**src/rtl/seg_scan_driver.sv**
```systemverilog
// ============================================================================
// Module   : seg_scan_driver
// Brief    : Time-multiplexed 6-digit 7-segment scanner. Snapshots a packed
//            BCD value and decimal-point mask once per frame, then walks an
//            active-low digit select while driving the shared active-low
//            segment bus {dp,g,f,e,d,c,b,a}.
// Options  : SEG_SCAN_LZ_BLANK_EN - when defined, leading zeros of the
//            snapshot are blanked (digit 0 is always shown).
// Revision : 1.0 - initial release
// ============================================================================
`default_nettype none

module seg_scan_driver #(
  parameter logic [15:0] STAY_TIME  = 16'd50_000,
  parameter int          NUM_DIGITS = 6
) (
  input  logic        clk,
  input  logic        rst_n,
  input  logic [23:0] num,
  input  logic [5:0]  dp_mask,
  output logic [5:0]  sel,
  output logic [7:0]  seg
);

  // A dwell of zero would never let the counter match; treat it as one cycle.
  localparam logic [15:0] C_DWELL_LAST = (STAY_TIME == 16'd0) ? 16'd0 : (STAY_TIME - 16'd1);
  localparam logic [2:0]  C_IDX_LAST   = 3'd5;

  // Only a six-digit arrangement is implemented.
  if (NUM_DIGITS != 6) begin : g_cfg_check
    $error("seg_scan_driver supports NUM_DIGITS == 6 only");
  end

  // Active-low 7-segment decode {g,f,e,d,c,b,a}; non-BCD nibbles show a dash.
  function automatic logic [6:0] decode(input logic [3:0] d);
    logic [6:0] s;
    case (d)
      4'd0:    s = 7'h40;
      4'd1:    s = 7'h79;
      4'd2:    s = 7'h24;
      4'd3:    s = 7'h30;
      4'd4:    s = 7'h19;
      4'd5:    s = 7'h12;
      4'd6:    s = 7'h02;
      4'd7:    s = 7'h78;
      4'd8:    s = 7'h00;
      4'd9:    s = 7'h10;
      default: s = 7'h3F;
    endcase
    return s;
  endfunction

  logic [15:0] dwell_q,    dwell_d;
  logic [2:0]  idx_q,      idx_d;
  logic [23:0] snap_num_q, snap_num_d;
  logic [5:0]  snap_dp_q,  snap_dp_d;
  logic        primed_q,   primed_d;
  logic [5:0]  sel_q,      sel_d;
  logic [7:0]  seg_q,      seg_d;

  logic        w_dwell_end;
  logic        w_frame_wrap;
  logic        w_capture;
  logic [3:0]  w_nibble;
  logic [5:0]  w_blank;
  logic [7:0]  w_seg_digit;

  // Dwell/frame boundary detection and snapshot trigger.
  always_comb begin
    w_dwell_end  = (dwell_q == C_DWELL_LAST);
    w_frame_wrap = primed_q && w_dwell_end && (idx_q == C_IDX_LAST);
    // The very first cycle after reset also captures so the first frame has data.
    w_capture    = !primed_q || w_frame_wrap;
  end

  // Leading-zero blanking mask computed from the snapshot (all clear when disabled).
  always_comb begin
    logic run_zero;
    w_blank  = '0;
    run_zero = 1'b1;
`ifdef SEG_SCAN_LZ_BLANK_EN
    // Walk from the most significant digit down; a digit blanks only while
    // it and everything above it are zero. Digit 0 is excluded.
    for (int k = 5; k >= 1; k--) begin
      run_zero   = run_zero && (snap_num_q[4*k +: 4] == 4'h0);
      w_blank[k] = run_zero;
    end
`else
    run_zero = 1'b0;
`endif
  end

  // Segment pattern for the digit currently indexed.
  always_comb begin
    w_nibble    = snap_num_q[{idx_q, 2'b00} +: 4];
    w_seg_digit = w_blank[idx_q] ? 8'hFF : {~snap_dp_q[idx_q], decode(w_nibble)};
  end

  // Next-state for counter, index, snapshot and registered outputs.
  always_comb begin
    dwell_d    = dwell_q;
    idx_d      = idx_q;
    primed_d   = 1'b1;
    snap_num_d = snap_num_q;
    snap_dp_d  = snap_dp_q;
    sel_d      = sel_q;
    seg_d      = seg_q;

    // Scanning begins only once the first snapshot is held, so the first
    // visible digit lands on the second clock after reset release.
    if (primed_q) begin
      if (w_dwell_end) begin
        dwell_d = 16'd0;
        idx_d   = (idx_q == C_IDX_LAST) ? 3'd0 : (idx_q + 3'd1);
      end else begin
        dwell_d = dwell_q + 16'd1;
      end
      sel_d = ~(6'b00_0001 << idx_q);
      seg_d = w_seg_digit;
    end

    if (w_capture) begin
      snap_num_d = num;
      snap_dp_d  = dp_mask;
    end
  end

  // State and output registers with asynchronous active-low reset.
  always_ff @(posedge clk or negedge rst_n) begin
    if (!rst_n) begin
      dwell_q    <= 16'd0;
      idx_q      <= 3'd0;
      snap_num_q <= 24'd0;
      snap_dp_q  <= 6'd0;
      primed_q   <= 1'b0;
      sel_q      <= 6'b11_1111;
      seg_q      <= 8'hFF;
    end else begin
      dwell_q    <= dwell_d;
      idx_q      <= idx_d;
      snap_num_q <= snap_num_d;
      snap_dp_q  <= snap_dp_d;
      primed_q   <= primed_d;
      sel_q      <= sel_d;
      seg_q      <= seg_d;
    end
  end

  assign sel = sel_q;
  assign seg = seg_q;

endmodule

`default_nettype wire

```
**config.mk**
```make
export PLATFORM = sky130hd
export DESIGN_NAME = seg_scan_driver
export DESIGN_NICKNAME = d
export VERILOG_FILES = /design/src/rtl/seg_scan_driver.sv
export SDC_FILE = /design/constraint.sdc
export NUM_CORES = 1
export LEC_CHECK = 0
export CORE_MARGIN = 3
export CORE_UTILIZATION = 45
export CTS_CLUSTER_SIZE = 16
export DETAILED_ROUTE_END_ITERATION = 6
export DONT_BUFFER_PORTS = 1
export GPL_ROUTABILITY_DRIVEN = 0
export GPL_TIMING_DRIVEN = 0
export PLACE_DENSITY = 0.7
export SYNTH_ARGS = -nofsm -noshare
export SYNTH_HDL_FRONTEND = slang
export SYNTH_SLANG_ARGS = --single-unit
```
**constraint.sdc**
```tcl
create_clock -name clk -period 2.35 [get_ports clk]
set_input_delay 0.47 -clock clk [delete_from_list [all_inputs] [get_ports clk]]
set_output_delay 0.47 -clock clk [all_outputs]
set_load 0.01 [all_outputs]
```
==> flow_summary.toml <==
[detailed_routing]
route.vias.total = 2054
antenna_left = 0
wl_per_cell_um = 17.74
drt_iter0_drc = 97
drt-total-wl_um = 6848
drc = 0
viasPerCell = 5.321
dr.pass1.iters = 4

[clock_tree]
clockBufferDepth = 2
cts_made_buffers = 9
htreeDepth = 3
cts_num_sinks = 64
cts_tree = "yes"
cts.reportedPaths.clkPinSlew_ps = 70
clock_latency_ps = 350
cts-root-buf = "clkbuf_8"

[layout]
final_common_cell = "dfrtp_1"
final_cell_mix = "49 x dfrtp_1, 30 x mux2_4, 23 x nor2_1"
final_layout_size_suffix_gt1_share_pct = 29.66
register_area_um2 = 1620
nNetsFinal = 325
finalInstanceArea_um2 = 3701
area_growth_pct = 10.83
antenna_cells = 0
fill_cells = 621
multi_input_area_um2 = 1639

[placed_design]
dpl.hpwl_um = 4876
dp_worst_setup_slack_ps = -114.8
port_buffers = 0
place_area_um2 = 3460

[global_route]
antenna_found_initial = 0
grt_pass1_vias = 2223
grt_use_total_pct = 17.86
grt_pass1_wl_um = 11540
grt_overflow = 0
grt_max_degree = 65

[floorplanning]
coreArea_um2 = 6982
io_pins = 46
num_rows = 30
start_util_pct = 47.83
die_x_um = 92.15
dieArea_um2 = 8491
chipHeight_um = 92.15

[status]
status = "complete, no violations"

[timing]
clock.fmax_ghz = 0.4542
slew_headroom_pct = 59.20
min_period_ps = 2202
setup_ws_ps = 148.3
hold_viol = 0
worstMarginPinSlew_ps = 606.4
finalMaxSlewViolations = 0
clock_skew_ps = 11.97
fin_crit_sh_pct = 93.69
setup_viol_count_final = 0

[power]
p_leak_nw = 1.646
power.density_nw_per_um2 = 706.5
vdd_drop_max_mv = 0.3854

[setup_path]
worstPathArrival_ps = 2470
worst_ep_required_time_ps = 2620
path_cells = "buf_2 -> or2_1 -> o221a_4 -> nor2_2 -> ha_1 -> a211o_1 -> a31oi_1"
start_kind = "flip-flop"
cpPeakStageDelay_ps = 390
cp_top_family = "compound AO/OA/AOI/OAI gates"
crit_path_max_fanout = 10
worstSetupPathType = "flip-flop to flip-flop"
cp_num_buf_inv = 1
endpoint_kind = "flip-flop"
slowest_stage = "dfrtp_1"

[synthesis]
synth-edff-count = 0
avgSynthCellArea_um2 = 12.28
synthArstFlopShare_pct = 100.0
synth_cell_types = 58
seq_area_frac_synth_pct = 48.48
ys_ff_latch = 64
ys.warnings.count = 0
syn_inst = 272
synth_ff_type = "dfrtp_1"
synth.cell_area_um2 = 3339
syn-num-nets = 312

[run]
maxCapViolations = 0

[hold_path]
hold_path.class = "primary input to flip-flop"
-- state kept, by name, summed over array words and instances (netlist names) --
name	cells
snap_num_q	24
dwell_q	16
seg	8
sel	6
snap_dp_q	6
idx_q	3
primed_q	1
-- worst register-to-register path, cell delays in order, from the launching register on --
cell     delay (ps)
dfrtp_1         390
buf_2           180
or2_1           320
o221a_4         320
nor2_2          200
ha_1            290
a211o_1         270
a31oi_1         160
-- cell type report --
cell class	instances	area share, %
multi-input cells	191	44.29
flip-flops and latches	64	43.78
clock buffers	12	3.651
well taps	96	3.245
plain buffers	11	2.130
clock inverters	4	1.217
repair buffers	2	1.014
inverters	6	0.6761
-- power breakdown --
part	switching, W	total, W	internal, W
Clock	0.000410	0.000895	0.000485
Sequential	0.000127	0.00136	0.00124
Combinational	0.000162	0.000355	0.000193
-- final timing paths --
check                      depth (start not counted)               startpoint  slack (ps)                   endpoint
setup / recovery                                   7     idx_q[2]$_DFFE_PN0P_         150         seg[3]$_DFFE_PN1P_
hold / removal                                     1                   num[8]         270  snap_num_q[8]$_DFFE_PN0P_
setup reg to reg                                   7     idx_q[2]$_DFFE_PN0P_         150         seg[3]$_DFFE_PN1P_
hold reg to reg                                    1  dwell_q[13]$_DFFE_PN0P_         490    dwell_q[13]$_DFFE_PN0P_
max in group asynchronous                          2                    rst_n        1400         seg[0]$_DFFE_PN1P_
min in group asynchronous                          2                    rst_n         660     dwell_q[6]$_DFFE_PN0P_
-- cells in the mapped netlist (3+ instances only) --
cell type,instances,area [um2]
dfrtp_1,50,1251
mux2_4,30,450.4
nor2_1,24,90.09
nand2_1,17,63.81
dfstp_2,14,367.9
nand3_1,13,65.06
nand2b_1,11,68.82
a21oi_1,10,50.05
ha_1,8,100.1
xor2_1,8,70.07
mux2i_1,6,60.06
inv_1,5,18.77
o21ai_0,5,25.02
xnor2_1,5,43.79
a31oi_1,4,25.02
buf_2,4,20.02
buf_6,4,45.04
a21o_1,3,22.52
and2_1,3,18.77
nor3_1,3,15.01
o31ai_1,3,22.52
-- timing repair --
action                                  CTS  global route
hold buffers                              2             0
hold endpoints to repair                 64             0
resized for setup                         3             5
endpoints found under the setup margin    3             2
setup buffers                             0             0
-- logic make-up after synthesis --
kind of cell	synth area share (%)
AND/OR/NAND/NOR	14.95
multiplexers	17.31
flip-flops	48.48
buffers and inverters	3.035
adder cells (fa/ha/maj)	2.997
XOR/XNOR	3.410
other	0.1123
AO/OA/AOI/OAI	9.705
-- metrics by stage --
stage | setup TNS, ps | total power (W) | std cells | utilization (%) | hold WS (ps)
4_1_cts | 0 | 0.002637 | 386 | 52.80 | 248.0
6_report | 0 | 0.002615 | 386 | 53.01 | 266.3
3_5_place_dp | -191.1 | 0.001709 | 368 | 49.55 | 178.1
5_1_grt | -3.025 | 0.002751 | 386 | 53.01 | 247.2
2_1_floorplan | 0 | 0.001624 | 272 | - | 174.4
3_3_place_gp | -87.62 | 0.001691 | 368 | 49.55 | 178.0
-- routing by layer --
metal / routed length [um] / global-route usage [%]
met1: 3144 / 23.35
met2: 3154 / 27.19
met3: 397 / 5.742
met4: 151 / 7.673
met5: 0 / 0
Note: power is estimated with default switching activity, not from simulation.
